$ cat src/rtl/fifo_param_if.sv
// Handshake and status bundle between a FIFO client and fifo_param.
// The client drives through master; the FIFO answers through slave.
interface fifo_param_if #(
    parameter int DATA_SIZE = 10,
    parameter int ADDR_SIZE = 3
);
    logic                 write;
    logic                 read;
    logic [DATA_SIZE-1:0] data_in_push;
    logic [ADDR_SIZE:0]   th_full;
    logic [ADDR_SIZE:0]   th_empty;
    logic                 error_clear;

    logic [DATA_SIZE-1:0] data_out_pop;
    logic                 valid_out;
    logic [ADDR_SIZE:0]   fifo_count;
    logic                 fifo_empty;
    logic                 fifo_full;
    logic                 almost_full;
    logic                 almost_empty;
    logic                 fifo_pause;
    logic                 fifo_error;
    logic                 err_overflow;
    logic                 err_underflow;

    modport master (
        output write, read, data_in_push, th_full, th_empty, error_clear,
        input  data_out_pop, valid_out, fifo_count, fifo_empty, fifo_full,
               almost_full, almost_empty, fifo_pause, fifo_error,
               err_overflow, err_underflow
    );

    modport slave (
        input  write, read, data_in_push, th_full, th_empty, error_clear,
        output data_out_pop, valid_out, fifo_count, fifo_empty, fifo_full,
               almost_full, almost_empty, fifo_pause, fifo_error,
               err_overflow, err_underflow
    );
endinterface

$ cat src/rtl/fifo_param.sv
// Single-clock FIFO with programmable almost-full/empty thresholds, a
// hysteretic pause output and sticky overflow/underflow flags.
module fifo_param #(
    parameter int DATA_SIZE = 10,
    parameter int ADDR_SIZE = 3
) (
    input  logic        clk,
    input  logic        reset,
    fifo_param_if.slave bus
);
    localparam int                 DEPTH      = 1 << ADDR_SIZE;
    localparam logic [ADDR_SIZE:0] FULL_COUNT = (ADDR_SIZE + 1)'(DEPTH);

    logic [DATA_SIZE-1:0] mem_q [DEPTH];

    logic [ADDR_SIZE-1:0] wr_ptr_q, wr_ptr_d;
    logic [ADDR_SIZE-1:0] rd_ptr_q, rd_ptr_d;
    logic [ADDR_SIZE:0]   count_q, count_d;
    logic [DATA_SIZE-1:0] dout_q, dout_d;
    logic                 valid_q, valid_d;
    logic                 pause_q, pause_d;
    logic                 ovf_q, ovf_d;
    logic                 udf_q, udf_d;

    logic empty, full, rd_acc, wr_acc;

    assign empty  = (count_q == '0);
    assign full   = (count_q == FULL_COUNT);
    assign rd_acc = bus.read & ~empty;
    // A push into a full FIFO only fits when a pop frees a slot this cycle.
    assign wr_acc = bus.write & (~full | rd_acc);

    always_comb begin
        wr_ptr_d = wr_ptr_q + ADDR_SIZE'(wr_acc);
        rd_ptr_d = rd_ptr_q + ADDR_SIZE'(rd_acc);
        count_d  = count_q + (ADDR_SIZE + 1)'(wr_acc) - (ADDR_SIZE + 1)'(rd_acc);
        dout_d   = rd_acc ? mem_q[rd_ptr_q] : dout_q;
        valid_d  = rd_acc;

        // Set wins over clear when the thresholds overlap.
        pause_d = pause_q;
        if (count_d >= bus.th_full) begin
            pause_d = 1'b1;
        end else if (count_d <= bus.th_empty) begin
            pause_d = 1'b0;
        end

        ovf_d = (bus.write & ~wr_acc) | (ovf_q & ~bus.error_clear);
        udf_d = (bus.read & ~rd_acc) | (udf_q & ~bus.error_clear);
    end

    always_ff @(posedge clk) begin
        if (!reset) begin
            wr_ptr_q <= '0;
            rd_ptr_q <= '0;
            count_q  <= '0;
            dout_q   <= '0;
            valid_q  <= 1'b0;
            pause_q  <= 1'b0;
            ovf_q    <= 1'b0;
            udf_q    <= 1'b0;
        end else begin
            wr_ptr_q <= wr_ptr_d;
            rd_ptr_q <= rd_ptr_d;
            count_q  <= count_d;
            dout_q   <= dout_d;
            valid_q  <= valid_d;
            pause_q  <= pause_d;
            ovf_q    <= ovf_d;
            udf_q    <= udf_d;
        end
    end

    // Storage has no reset: count and pointers alone define which words are live.
    always_ff @(posedge clk) begin
        if (reset && wr_acc) begin
            mem_q[wr_ptr_q] <= bus.data_in_push;
        end
    end

    assign bus.data_out_pop  = dout_q;
    assign bus.valid_out     = valid_q;
    assign bus.fifo_count    = count_q;
    assign bus.fifo_empty    = empty;
    assign bus.fifo_full     = full;
    assign bus.almost_full   = (count_q >= bus.th_full);
    assign bus.almost_empty  = (count_q <= bus.th_empty);
    assign bus.fifo_pause    = pause_q;
    assign bus.err_overflow  = ovf_q;
    assign bus.err_underflow = udf_q;
    assign bus.fifo_error    = ovf_q | udf_q;
endmodule

$ cat src/flat_wrapper.sv
// flat-port wrapper written by rule: the top's interface ports become plain ports
module fifo_param_flat 
#(
    parameter int DATA_SIZE = 10,
    parameter int ADDR_SIZE = 3
)
  (clk, reset, bus_write, bus_read, bus_data_in_push, bus_th_full, bus_th_empty, bus_error_clear, bus_data_out_pop, bus_valid_out, bus_fifo_count, bus_fifo_empty, bus_fifo_full, bus_almost_full, bus_almost_empty, bus_fifo_pause, bus_fifo_error, bus_err_overflow, bus_err_underflow);
  fifo_param_if #(.DATA_SIZE(DATA_SIZE), .ADDR_SIZE(ADDR_SIZE)) bus_i ();
  input  logic clk;
  input  logic reset;
  input wire logic [$bits(bus_i.write)-1:0] bus_write;
  input wire logic [$bits(bus_i.read)-1:0] bus_read;
  input wire logic [$bits(bus_i.data_in_push)-1:0] bus_data_in_push;
  input wire logic [$bits(bus_i.th_full)-1:0] bus_th_full;
  input wire logic [$bits(bus_i.th_empty)-1:0] bus_th_empty;
  input wire logic [$bits(bus_i.error_clear)-1:0] bus_error_clear;
  output wire logic [$bits(bus_i.data_out_pop)-1:0] bus_data_out_pop;
  output wire logic [$bits(bus_i.valid_out)-1:0] bus_valid_out;
  output wire logic [$bits(bus_i.fifo_count)-1:0] bus_fifo_count;
  output wire logic [$bits(bus_i.fifo_empty)-1:0] bus_fifo_empty;
  output wire logic [$bits(bus_i.fifo_full)-1:0] bus_fifo_full;
  output wire logic [$bits(bus_i.almost_full)-1:0] bus_almost_full;
  output wire logic [$bits(bus_i.almost_empty)-1:0] bus_almost_empty;
  output wire logic [$bits(bus_i.fifo_pause)-1:0] bus_fifo_pause;
  output wire logic [$bits(bus_i.fifo_error)-1:0] bus_fifo_error;
  output wire logic [$bits(bus_i.err_overflow)-1:0] bus_err_overflow;
  output wire logic [$bits(bus_i.err_underflow)-1:0] bus_err_underflow;
  assign bus_i.write = bus_write;
  assign bus_i.read = bus_read;
  assign bus_i.data_in_push = bus_data_in_push;
  assign bus_i.th_full = bus_th_full;
  assign bus_i.th_empty = bus_th_empty;
  assign bus_i.error_clear = bus_error_clear;
  assign bus_data_out_pop = bus_i.data_out_pop;
  assign bus_valid_out = bus_i.valid_out;
  assign bus_fifo_count = bus_i.fifo_count;
  assign bus_fifo_empty = bus_i.fifo_empty;
  assign bus_fifo_full = bus_i.fifo_full;
  assign bus_almost_full = bus_i.almost_full;
  assign bus_almost_empty = bus_i.almost_empty;
  assign bus_fifo_pause = bus_i.fifo_pause;
  assign bus_fifo_error = bus_i.fifo_error;
  assign bus_err_overflow = bus_i.err_overflow;
  assign bus_err_underflow = bus_i.err_underflow;
  fifo_param #(.DATA_SIZE(DATA_SIZE), .ADDR_SIZE(ADDR_SIZE)) u_core (.clk(clk), .reset(reset), .bus(bus_i));
endmodule
$ cat config.mk
export PLATFORM = sky130hd
export DESIGN_NAME = fifo_param_flat
export DESIGN_NICKNAME = d
export VERILOG_FILES = /design/src/rtl/fifo_param_if.sv /design/src/rtl/fifo_param.sv /design/src/flat_wrapper.sv
export SDC_FILE = /design/constraint.sdc
export NUM_CORES = 1
export LEC_CHECK = 0
export CORE_MARGIN = 4
export CORE_UTILIZATION = 42
export DETAILED_ROUTE_END_ITERATION = 8
export PLACE_DENSITY = 0.7
export SLEW_MARGIN = 20
export SYNTH_ARGS = -nofsm -noshare
export SYNTH_HDL_FRONTEND = slang
export SYNTH_SLANG_ARGS = --single-unit
$ cat constraint.sdc
create_clock -name clk -period 5.5 [get_ports clk]
set_input_delay 1.1 -clock clk [delete_from_list [all_inputs] [get_ports clk]]
set_output_delay 1.1 -clock clk [all_outputs]
set_load 0.03 [all_outputs]
==> flow_summary.json <==
{
  "run_status": "finished clean",
  "clock_tree.root_cell": "sky130_fd_sc_hd__clkbuf_8",
  "use_met3": 0.01833,
  "setup_tns_ps": 0,
  "cts_made_buffers": 9,
  "period_minus_slack_ps": 4247,
  "core_area_sq_um": 10420,
  "worst_ep_required_time_ps": 4400,
  "synth.avg_cell_area_sq_um": 15.46,
  "total_global_route_track_usage": 0.1410,
  "initial_utilization": 0.4363,
  "rsz0062_at_grt": "false",
  "chipWidth_um": 112.0,
  "globalRouteMet2Util": 0.2374,
  "critical_path.reg2reg.startpoint": "u_core.bus.fifo_count[2]",
  "antenna_found_initial": 0,
  "crit_path_end_kind": "output pin",
  "wire_length_of_the_first_global_routing_pass_um": 13760,
  "dr_total_vias": 2478,
  "finalSetupViolCount": 0,
  "worst_skew_pair.late_latency_ps": 370,
  "drt.antenna.violating_nets": 0,
  "synth_top_area_frac": 0.5286,
  "worst_setup_path_start_kind": "input port",
  "n_fill_cell": 893,
  "row_count": 37,
  "worstSetupStartpoint": "bus_th_empty[1]",
  "synth.area.top_cells": "sky130_fd_sc_hd__edfxtp_1 53%, sky130_fd_sc_hd__dfxtp_1 11%, sky130_fd_sc_hd__ha_1 7.2%, sky130_fd_sc_hd__mux2_2 4.0%, sky130_fd_sc_hd__mux4_2 4.0%",
  "drc": 0,
  "synth-seq-area-share": 0.6344,
  "synth_edf_count": 80,
  "crit_path_max_incr_delay_ps": 690,
  "crit_arrival_ps": 3150,
  "finalNetCount": 395,
  "ys_types": 37,
  "post-route-period-util": 0.7723,
  "final_hpwl_from_detailed_placement_um": 5542,
  "yosysWarnings": 0,
  "synth_cells": 294,
  "reg2regPathDepth": 14,
  "worst-setup-path-type": "in2out",
  "total_power_draw_w": 0.002297,
  "insertedDiodeCount": 0,
  "setup.worst_path.end": "bus_almost_empty",
  "design.die.area_sq_um": 12550,
  "slew_headroom": 0.3523,
  "drt_iter0_markers": 158,
  "pin_count": 46,
  "final_max_slew_viol_count": 0,
  "path_max_fanout": 2,
  "tightestPinTransition_ps": 968.0,
  "achievable-frequency_mhz": 235.4,
  "drive_above_1_share": 0.1857,
  "route.final.wire_length_um": 8354,
  "port_buffers": 45,
  "avgRoutedWirePerCell_um": 17.19,
  "synth.top_cells.by_count": "80 x sky130_fd_sc_hd__edfxtp_1, 26 x sky130_fd_sc_hd__ha_1, 24 x sky130_fd_sc_hd__dfxtp_1",
  "ff2ff_setup_slack_ps": 2290,
  "synth-main-ff-cell": "sky130_fd_sc_hd__edfxtp_1",
  "power.leakage_nw": 1.903,
  "p_per_area_nw_per_um2": 432.8,
  "cts-htree-levels": 3,
  "grt-ovfl-total": 0,
  "max_cap_viol_count": 0,
  "skew_ps": 11.30,
  "ir_worst_vdd_v": 0.0002525,
  "post_detailed_route_via_to_cell_ratio": 5.099,
  "die_height_um": 112.0,
  "crit_chain": "clkdlybuf4s50_1, inv_1, ha_1, nor2b_1, o21a_1, o21a_1, o21ai_0, clkdlybuf4s50_1",
  "cts_setup_buffers": 0,
  "netlist.top_cell.by_area": "sky130_fd_sc_hd__edfxtp_1",
  "ys_async_sr_fraction": 0,
  "synth.cell_area_sq_um": 4544,
  "critPathSlowestCell": "sky130_fd_sc_hd__clkdlybuf4s50_1",
  "area_growth_syn_to_layout_pct": 16.80,
  "grt_max_degree": 32,
  "cts_tree": "done",
  "via_count_of_the_first_global_routing_pass": 2585,
  "final_hold_viol_count": 0,
  "post-synth-top-count-cell": "sky130_fd_sc_hd__edfxtp_1",
  "use_met1": 0.1878,
  "dr.pass1.iters": 4,
  "cts_hold_repair.buffers": 0,
  "grt_busiest_layer": "met2",
  "hold_class": "reg2reg",
  "place_congestion": 0.7710,
  "synth-seq-cells": 104,
  "count_of_cells_resized_by_post_cts_repair": 0,
  "tritoncts_num_sinks": 104,
  "clock_tree.buffer_depth": 2,
  "worstReg2RegEnd": "u_core.bus.fifo_pause",
  "worst_setup_hold_path_clk_slew_ps": 90,
  "postSynthNetCount": 344
}
==> power breakdown <==
part	leakage, nW	switching [W]	total, W	internal, W
sequential	0.920	0.0000513	0.000965	0.000914
clock	0.0921	0.000273	0.000447	0.000174
combinational	0.891	0.000472	0.000885	0.000413
total	1.90	0.000795	0.00230	0.00150
==> worst min-delay path by stage <==
| stage | from | end | slack [ps] | depth (start not counted) |
|---|---|---|---|---|
| global route | u_core.bus.data_out_pop[8] | u_core.bus.data_out_pop[8] | 490 | 2 |
| detailed placement | u_core.bus.data_out_pop[8] | u_core.bus.data_out_pop[8] | 450 | 2 |
| floorplan | u_core.wr_ptr_q[2] | u_core.wr_ptr_q[2] | 550 | 2 |
| CTS | u_core.bus.data_out_pop[8] | u_core.bus.data_out_pop[8] | 480 | 2 |
| global placement | u_core.bus.data_out_pop[8] | u_core.bus.data_out_pop[8] | 450 | 2 |
| finish | u_core.bus.data_out_pop[8] | u_core.bus.data_out_pop[8] | 470 | 2 |
==> state kept, by name, indices dropped and copies added, names as in the netlist <==
register                  flops
u_core.bus.err_overflow       1
u_core.bus.fifo_count         4
u_core.rd_ptr_q               3
u_core.bus.fifo_pause         1
u_core.bus.err_underflow      1
u_core.mem_q                 80
u_core.bus.valid_out          1
u_core.wr_ptr_q               3
u_core.bus.data_out_pop      10
==> cell usage in the layout (no fill, tap or decap), types with 2 or more instances in the layout <==
cell | netlist | routed
sky130_fd_sc_hd__edfxtp_1 | 80 | 80
sky130_fd_sc_hd__clkdlybuf4s50_1 | 0 | 45
sky130_fd_sc_hd__ha_1 | 26 | 26
sky130_fd_sc_hd__dfxtp_1 | 24 | 24
sky130_fd_sc_hd__inv_1 | 16 | 16
sky130_fd_sc_hd__mux2_2 | 16 | 16
sky130_fd_sc_hd__nand2_1 | 15 | 15
sky130_fd_sc_hd__nor2b_1 | 14 | 14
sky130_fd_sc_hd__o22ai_1 | 11 | 11
sky130_fd_sc_hd__and2_1 | 10 | 10
sky130_fd_sc_hd__o31ai_2 | 10 | 10
sky130_fd_sc_hd__clkbuf_8 | 0 | 9
sky130_fd_sc_hd__mux4_2 | 8 | 8
sky130_fd_sc_hd__a21o_1 | 5 | 5
sky130_fd_sc_hd__nand2b_1 | 5 | 5
sky130_fd_sc_hd__buf_4 | 0 | 5
sky130_fd_sc_hd__a21oi_1 | 4 | 4
sky130_fd_sc_hd__xor2_1 | 4 | 4
sky130_fd_sc_hd__o21a_1 | 4 | 4
sky130_fd_sc_hd__mux2_1 | 4 | 4
sky130_fd_sc_hd__nor2_2 | 0 | 3
sky130_fd_sc_hd__nor3_1 | 4 | 3
sky130_fd_sc_hd__inv_6 | 0 | 3
sky130_fd_sc_hd__nand3_1 | 2 | 2
sky130_fd_sc_hd__nor2_1 | 5 | 2
sky130_fd_sc_hd__nand4_1 | 2 | 2
sky130_fd_sc_hd__o21ai_0 | 2 | 2
sky130_fd_sc_hd__or2_2 | 2 | 2
sky130_fd_sc_hd__mux4_1 | 2 | 2
sky130_fd_sc_hd__inv_8 | 0 | 2
==> logic make-up after synthesis <==
group,Yosys count,synth area share
adders and majority gates,27,0.07599
muxes,30,0.1008
AOI/OAI and AO/OA,39,0.06994
xor gates and xnor gates,4,0.007708
buffers and inverters,26,0.03331
and+or+nand+nor,64,0.07792
DFF,104,0.6344
==> through the flow <==
step | setup WS (ps) | cell area, sq um | hold slack [ps] | util | std cells
detailed placement | 1238 | 5116 | 453.2 | 0.4912 | 470
CTS | 1235 | 5300 | 475.3 | 0.5088 | 486
finish | 1253 | 5308 | 471.9 | 0.5096 | 486
global placement | 1250 | 5116 | 449.2 | 0.4912 | 470
global route | 1112 | 5308 | 489.0 | 0.5096 | 486
floorplan | 1882 | 4544 | 552.7 | - | 294
==> per-layer routing <==
metal / vias up / wire [um]
met5: - / 0
met1: 1216 / 3578
met3: 8 / 322
met4: 0 / 94
met2: 48 / 4358
li1: 1206 / -
==> area by class of cell <==
cell class | count | area [sq um] | area share
clock buffers | 9 | 123.9 | 0.02334
clock inverters | 7 | 60.06 | 0.01132
inverters | 16 | 60.06 | 0.01132
multi-input cells | 164 | 1523 | 0.2869
flip-flops and latches | 104 | 2883 | 0.5431
well taps | 136 | 170.2 | 0.03206
repair buffers | 50 | 488.0 | 0.09194
==> critical path, delay by kind of cell <==
kind | cells | cell delay [ps]
AOI/OAI and AO/OA | 3 | 440
buffers and inverters | 3 | 1190
and+or+nand+nor | 1 | 130
adders and majority gates | 1 | 280
No activity file was read; power rests on OpenSTA's default activity.
